### src/rtl/shift_row_collector.sv
// Byte-serial AES forward ShiftRows: collects a 16-byte column-major state and emits the
// permuted block through a registered output with its own valid/ready handshake.
module shift_row_collector (
  input  logic         clock,
  input  logic         reset,
  input  logic [7:0]   inData,
  input  logic         inValid,
  output logic         inReady,
  input  logic         flush,
  output logic [127:0] outputData,
  output logic         outValid,
  input  logic         outReady,
  output logic [3:0]   byteCount
);

  logic [7:0]   bufferQ [15];
  logic [7:0]   fullBlock [16];
  logic [3:0]   countQ;
  logic         outValidQ;
  logic [127:0] outDataQ;
  logic [127:0] shifted;
  logic         lastSlot;
  logic         accept;
  logic         complete;

  assign lastSlot = (countQ == 4'd15);

  // The 16th byte only waits while an untaken block still occupies the output register.
  assign inReady  = !reset && (!lastSlot || !outValidQ || outReady);
  assign accept   = inValid && inReady && !flush;
  assign complete = accept && lastSlot;

  always_comb begin
    for (int k = 0; k < 15; k++) begin
      fullBlock[k] = bufferQ[k];
    end
    fullBlock[15] = inData;
  end

  // Output byte r+4c takes input byte r+4((c+r) mod 4); byte 0 lands in the top bits.
  always_comb begin
    shifted = '0;
    for (int r = 0; r < 4; r++) begin
      for (int c = 0; c < 4; c++) begin
        shifted[8*(15-(r+4*c)) +: 8] = fullBlock[r + 4*((c+r) % 4)];
      end
    end
  end

  always_ff @(posedge clock) begin
    for (int i = 0; i < 15; i++) begin
      if (accept && (countQ == i[3:0])) begin
        bufferQ[i] <= inData;
      end
    end
  end

  always_ff @(posedge clock) begin
    if (reset) begin
      countQ    <= 4'd0;
      outValidQ <= 1'b0;
      outDataQ  <= '0;
    end else begin
      if (flush) begin
        countQ <= 4'd0;
      end else if (accept) begin
        countQ <= countQ + 4'd1;
      end

      if (complete) begin
        outDataQ  <= shifted;
        outValidQ <= 1'b1;
      end else if (outValidQ && outReady) begin
        outValidQ <= 1'b0;
      end
    end
  end

  assign outputData = outDataQ;
  assign outValid   = outValidQ;
  assign byteCount  = countQ;

endmodule

### config.mk
export PLATFORM = sky130hd
export DESIGN_NAME = shift_row_collector
export DESIGN_NICKNAME = d
export VERILOG_FILES = /design/src/rtl/shift_row_collector.sv
export SDC_FILE = /design/constraint.sdc
export NUM_CORES = 1
export LEC_CHECK = 0
export ABC_AREA = 1
export BUFFER_PORTS_ARGS = -buffer_cell sky130_fd_sc_hd__buf_2
export CORE_MARGIN = 4
export CORE_UTILIZATION = 56
export CTS_CLUSTER_SIZE = 28
export DETAILED_ROUTE_END_ITERATION = 10
export PLACE_DENSITY = 0.79
export SLEW_MARGIN = 20
export SYNTH_ARGS = -nofsm -noshare
export SYNTH_HDL_FRONTEND = slang
export SYNTH_SLANG_ARGS = --single-unit
### constraint.sdc
create_clock -name clock -period 2.6 [get_ports clock]
set_input_delay 0.26 -clock clock [delete_from_list [all_inputs] [get_ports clock]]
set_output_delay 0.26 -clock clock [all_outputs]
set_load 0.005 [all_outputs]
==> impl_metrics.json, run 1 <==
{
  "outcome": "finished clean",
  "routed_wl_mm": 19.44,
  "cts-root-buf": "clkbuf_16",
  "final_max_slew_viol_count": 0,
  "syn_area_sq_um": 9265,
  "diodes": 0,
  "worst_setup_path_start_kind": "flip-flop",
  "p_switching_w": 0.001498,
  "grt_pass1_wl_mm": 30.77,
  "finalHoldViolCount": 0,
  "period_share_pct": 79.67,
  "io_buffers": 146,
  "startpoint": "byteCount[0]$_SDFFE_PP0P_",
  "pin_count": 147,
  "p_sw_share_pct": 19.24,
  "crit_required_ns": 2.81,
  "core_area_sq_um": 16060,
  "via_per_inst": 4.608,
  "crit_slowest_cell": "dfxtp_1",
  "nets": 1175,
  "crit_path_end_kind": "flip-flop",
  "path_cells": "ha_1 -> nand3_1 -> nor2_1 -> nor2_1 -> nand2_1 -> nor3_1 -> buf_4",
  "postCtsHoldBufs": 0,
  "power_frac_seq_pct": 53.6,
  "cts_tree": "done",
  "chipHeight_um": 136.6,
  "final_common_cell": "nand2_1",
  "ant_nets": 0,
  "rows": 46,
  "maxCapViolCount": 0,
  "place.gp.congestion": 0.8209,
  "path_common_cell": "nor2_1",
  "yosys_warnings": 0,
  "ys_types": 17,
  "p_comb_share_pct": 1.4,
  "grt-ovfl-total": 0,
  "drive_above_1_share_pct": 17.77,
  "die_w_um": 136.6,
  "firstDrtPassIters": 5,
  "start_util_pct": 57.70,
  "synth_fp_nets": 1024,
  "numCtsBuffers": 24,
  "syn_area_per_cell_sq_um": 9.201,
  "max_freq_mhz": 482.8,
  "drc": 0,
  "finish.utilization_pct": 68.68,
  "antenna_found_initial": 0,
  "cts_setup_buffers": 0,
  "critPathMaxStageDelay_ns": 0.37,
  "ctsHtreeMaxLevel": 1,
  "post_cts_resized": 0,
  "vdd_ir_drop_max_mv": 0.5107,
  "hp-class": "input port to flip-flop",
  "power_w": 0.007787,
  "p_int_w": 0.006289,
  "die_area_sq_um": 18670,
  "cp_max_fo": 8,
  "cts_buffer_depth": 3,
  "hp-start": "flush",
  "synth_seq_cells": 253,
  "rsz0062_at_grt": "false",
  "dp_hpwl_mm": 11.71,
  "fin_skew_ns": 0.01162,
  "cp.arrival_ns": 2.28,
  "fin_crit_ns": 2.071,
  "seq_area_frac_synth_pct": 67.63,
  "clockPowerShare_pct": 45.0,
  "setup_tns_ns": 0,
  "synthCells": 1007,
  "final_cell_mix": "nand2_1, nor2_1, buf_2, inv_1, dfxtp_1",
  "first_iter_violations": 447,
  "grt_max_degree": 71,
  "p_leak_nw": 5.534,
  "clk_pin_slew_ns": 0.06,
  "grt_pass1_vias": 6109,
  "setup-violations-final": 0,
  "power.density_nw_per_um2": 706.1,
  "num_vias": 6414,
  "drt-wirelength-per-cell_um": 13.96,
  "critPathKind": "flip-flop to flip-flop",
  "cts.sinks": 253,
  "regToRegStartpoint": "byteCount[0]$_SDFFE_PP0P_",
  "clkLatencyLatePin_ns": 0.50,
  "syn_to_final_growth_pct": 19.03,
  "fin_cells": 1392,
  "max_slew.worst_pin.slew_ns": 0.4922,
  "slew_headroom_pct": 67.19,
  "grtUsageTotal_pct": 21.00,
  "dp.cells": 1348
}
## synthesized netlist by cell type
cell type | instances | area [sq um]
buf_2 | 15 | 75.07
o21ai_0 | 1 | 5.000
nand3_2 | 1 | 10.01
edfxtp_1 | 120 | 3603
clkbuf_1 | 16 | 60.06
a21oi_1 | 3 | 15.01
nor2_2 | 1 | 6.260
ha_1 | 4 | 50.05
nand3_1 | 4 | 20.02
dfxtp_1 | 133 | 2663
nor3_1 | 1 | 5.000
nand2_2 | 1 | 6.260
buf_6 | 12 | 135.1
nand2_1 | 279 | 1047
nor2_1 | 276 | 1036
inv_1 | 139 | 521.8
nand4_1 | 1 | 6.260
## power by group through the flow
stage	combinational, W	sequential (W)	clock [W]
after floorplan	0.0000359	0.00426	0
after global placement	0.000110	0.00426	0
after detailed placement	0.000112	0.00426	0
after CTS	0.000111	0.00417	0.00357
after global routing	0.000119	0.00417	0.00374
final	0.000110	0.00417	0.00351
## area by class of cell
type,instances,area [sq um]
timing repair buffer,168,945.9
fill,1214,5030
tap,216,270.3
sequential,253,6266
inverter,139,524.3
clock buffer,36,716.9
multi-input combinational,572,2215
clock inverter,8,90.09
## cell families after synthesis
group	count (synthesis)	synth area share, %
compound gates	4	0.2160
fa+ha+maj	4	0.5402
buf+inv	182	8.548
flops	253	67.63
simple gates	564	23.07
## layer usage
layer,vias up,track usage (%),wire [um]
li1,3308,-,-
met1,2889,27.50,8289
met2,181,35.62,9418
met3,36,3.860,1293
met4,0,6.607,438
met5,-,0,0
## sequential cells by signal, indices dropped and copies added (netlist names)
name and flops:
bufferQ 120, byteCount 4, outputData 128, outValid 1
## metrics by stage
stage	hold slack (ns)	worst slack, ns	area (sq um)
3_5_place_dp	0.4551	0.5730	10220
3_3_place_gp	0.4476	0.6060	10220
4_1_cts	0.04376	0.5403	11030
2_1_floorplan	0.3589	0.5269	9265
5_1_grt	0.06946	0.3259	11030
6_report	0.05143	0.5286	11030
## path summary, 6_finish.rpt
kind / endpoint / depth (start not counted) / slack [ns]
max: bufferQ[0][28]$_DFFE_PP_ / 7 / 0.53
min: byteCount[1]$_SDFFE_PP0P_ / 4 / 0.05
max reg2reg: bufferQ[0][28]$_DFFE_PP_ / 7 / 0.53
min reg2reg: outputData[43]$_SDFFE_PP0P_ / 2 / 0.47
## worst max-delay path: cells and delay by family (launching register included)
| kind | cells | cell delay (ns) |
|---|---|---|
| adder cells (fa/ha/maj) | 1 | 0.26 |
| AND/OR/NAND/NOR | 5 | 0.91 |
| flip-flops | 1 | 0.37 |
| buffers and inverters | 1 | 0.23 |
Power figures use the tool's default switching activity.
==> run 2, diff against run 1 <==
ABC_AREA = 0   (was 1)
clock period = 2.1 ns   (was 2.6 ns; I/O delays follow)
==> run 2 against run 1 <==
Effect of this change: area after synthesis is 1.2% higher; clock skew hardly changed; core utilization hardly changed; critical path type is now flip-flop to output pin; first-iteration DRC count is 37% lower; sequential power is 24% higher; critical path depth is 2 lower; sequential cell count stayed put; final area is 2.5% higher; cell count is 25% lower; register-to-register slack worse by 0.26 ns; global-route usage is 1.0 points lower; routed wire length is 1.8% lower.
==> impl_metrics.json, run 2 <==
{
  "critPathKind": "flip-flop to output pin",
  "syn_to_final_growth_pct": 20.64,
  "ys_types": 27,
  "period_share_pct": 91.47,
  "hold_slack_ns": 0.09566,
  "start_util_pct": 56.92,
  "fin_crit_ns": 1.921,
  "seq_area_frac_synth_pct": 66.85,
  "rsz0062_at_grt": "false",
  "post-synth-top-count-cell": "dfxtp_1",
  "synth_fp_nets": 648,
  "post_cts_resized": 0,
  "drive_above_1_share_pct": 37.78,
  "cts-root-buf": "clkbuf_16",
  "synth-adder-area-share_pct": 0.5340,
  "outcome": "finished clean",
  "synth_xor_area_share_pct": 0,
  "hp-class": "input port to flip-flop",
  "syn_area_per_cell_sq_um": 14.85,
  "p_comb_share_pct": 1.8,
  "slew_headroom_pct": 58.48,
  "fin_skew_ns": 0.01115,
  "synthCells": 631,
  "ant_nets": 0,
  "setup_tns_ns": 0,
  "firstDrtPassIters": 4,
  "syn_area_sq_um": 9373,
  "synth_top_cell_by_area": "edfxtp_1",
  "synth-simple-area-share_pct": 12.90,
  "numCtsBuffers": 24,
  "final_max_slew_viol_count": 0,
  "synth_top_family_by_area": "multiplexers",
  "core_area_sq_um": 16470,
  "crit_path_end_kind": "output pin",
  "ys_top_cells_by_area": "edfxtp_1, dfxtp_1, mux2_4, nor2b_1, mux2_2",
  "synth_seq_cells": 253,
  "diodes": 0,
  "clkLatencyLatePin_ns": 0.51,
  "synth_mux_area_share_pct": 17.15,
  "postCtsHoldBufs": 0,
  "cpLargestDelayFamily": "flip-flops",
  "path_cells": "ha_1 -> nand3b_1 -> nor2_1 -> nor2_1 -> buf_2",
  "grt_max_degree": 164,
  "synth_top_flop_cell": "dfxtp_1",
  "clk_pin_slew_ns": 0.06,
  "p_leak_nw": 4.802,
  "antenna_found_initial": 0,
  "cp.arrival_ns": 1.71,
  "worst-path-buf-inv": 1,
  "synth_compound_area_share_pct": 0.3738,
  "clockPowerShare_pct": 44.4,
  "place.gp.congestion": 0.7972,
  "synth_edf_count": 120,
  "maxCapViolCount": 0,
  "critPathMaxStageDelay_ns": 0.44,
  "yosysTopAreaCellShare_pct": 38.45,
  "first_iter_violations": 281,
  "drt-wirelength-per-cell_um": 18.40,
  "ctsHtreeMaxLevel": 1,
  "synth_commonest_cells": "dfxtp_1, edfxtp_1, nor2b_1",
  "chipHeight_um": 137.4,
  "grt_pass1_vias": 5422,
  "routed_wl_mm": 19.10,
  "cp_max_fo": 6,
  "grt_pass1_wl_mm": 29.21,
  "crit_required_ns": 1.89,
  "yosys_warnings": 0,
  "pin_count": 147,
  "grt-ovfl-total": 0,
  "max_slew.worst_pin.slew_ns": 0.6229,
  "cts.sinks": 253,
  "largest_reg_flops": 128,
  "finalHoldViolCount": 0,
  "worst_setup_path_start_kind": "flip-flop",
  "drc": 0,
  "grtUsageTotal_pct": 19.97,
  "final_cell_mix": "buf_2, dfxtp_1, edfxtp_1, nor2b_1, nand2b_1",
  "power_frac_seq_pct": 53.8,
  "rows": 47,
  "crit_slowest_cell": "dfxtp_1",
  "dp_hpwl_mm": 11.83,
  "power.density_nw_per_um2": 849.3,
  "die_w_um": 137.4,
  "p_switching_w": 0.001872,
  "max_freq_mhz": 520.6,
  "path_common_cell": "nor2_1",
  "via_per_inst": 5.086,
  "cts_tree": "done",
  "final_common_cell": "buf_2",
  "cts_buffer_depth": 3,
  "finish.utilization_pct": 68.67,
  "nets": 817,
  "p_sw_share_pct": 19.50,
  "num_vias": 5279,
  "vdd_ir_drop_max_mv": 0.6249,
  "die_area_sq_um": 18870,
  "async_flop_share_pct": 0,
  "setup-violations-final": 0,
  "p_int_w": 0.007731,
  "cts_setup_buffers": 0,
  "io_buffers": 146
}
run 2: per-stage QoR:
step                instance area (sq um)  std cells  setup WS (ns)  total power (W)
global placement                    10480        990         0.2339         0.005442
floorplan                            9373        631         0.4056         0.005354
finish                              11310       1038         0.1792         0.009604
detailed placement                  10480        990        0.09502         0.005449
CTS                                 11260       1034        0.08014         0.009675
global route                        11310       1038        0.03501         0.009894
run 2: path summary, 6_finish.rpt:
path                                                start                      endpoint  slack [ns]  cells after the start
worst max-delay path            byteCount[1]$_SDFFE_PP0P_                       inReady        0.18                      5
worst min-delay path                             outReady         outValid$_SDFFE_PP0P_         0.1                      3
worst max register to register  byteCount[1]$_SDFFE_PP0P_   outputData[75]$_SDFFE_PP0P_        0.27                      6
worst min register to register   bufferQ[0][40]$_DFFE_PP_  outputData[112]$_SDFFE_PP0P_        0.47                      1
run 2: per-layer routing:
| metal | part of all wire (%) | up-vias | track usage (%) |
|---|---|---|---|
| met5 | 0 | - | 0 |
| met3 | 5.9 | 27 | 4.565 |
| met1 | 43 | 2597 | 25.84 |
| li1 | - | 2508 | - |
| met4 | 1.7 | 0 | 5.488 |
| met2 | 49 | 147 | 34.01 |
run 2: cells by family after synthesis:
group                      after synthesis
AOI/OAI and AO/OA                        6
adders and majority gates                4
buffers and inverters                   38
DFF                                    253
muxes                                  130
and+or+nand+nor                        200
run 2: worst reg2reg max path, cell delays in order, from the launching register on:
cell     delay (ns)
dfxtp_1        0.44
ha_1           0.26
and2_2         0.22
nand4_4        0.13
buf_4          0.21
buf_12         0.17
mux2_4         0.30
run 2: power by group through the flow:
stage | Combinational [W] | Clock [W] | Sequential [W]
2_1_floorplan | 0.0000785 | 0 | 0.00528
3_3_place_gp | 0.000167 | 0 | 0.00527
3_5_place_dp | 0.000174 | 0 | 0.00528
4_1_cts | 0.000174 | 0.00433 | 0.00517
5_1_grt | 0.000187 | 0.00454 | 0.00517
6_report | 0.000173 | 0.00426 | 0.00517
run 2: area by class of cell:
cell class | instances | area (sq um)
Clock inverter | 11 | 100.1
Tap cell | 220 | 275.3
Multi-Input combinational cell | 340 | 2903
Timing Repair Buffer | 176 | 1059
Fill cell | 1153 | 5159
Sequential cell | 253 | 6266
Inverter | 5 | 18.77
Clock buffer | 33 | 685.7
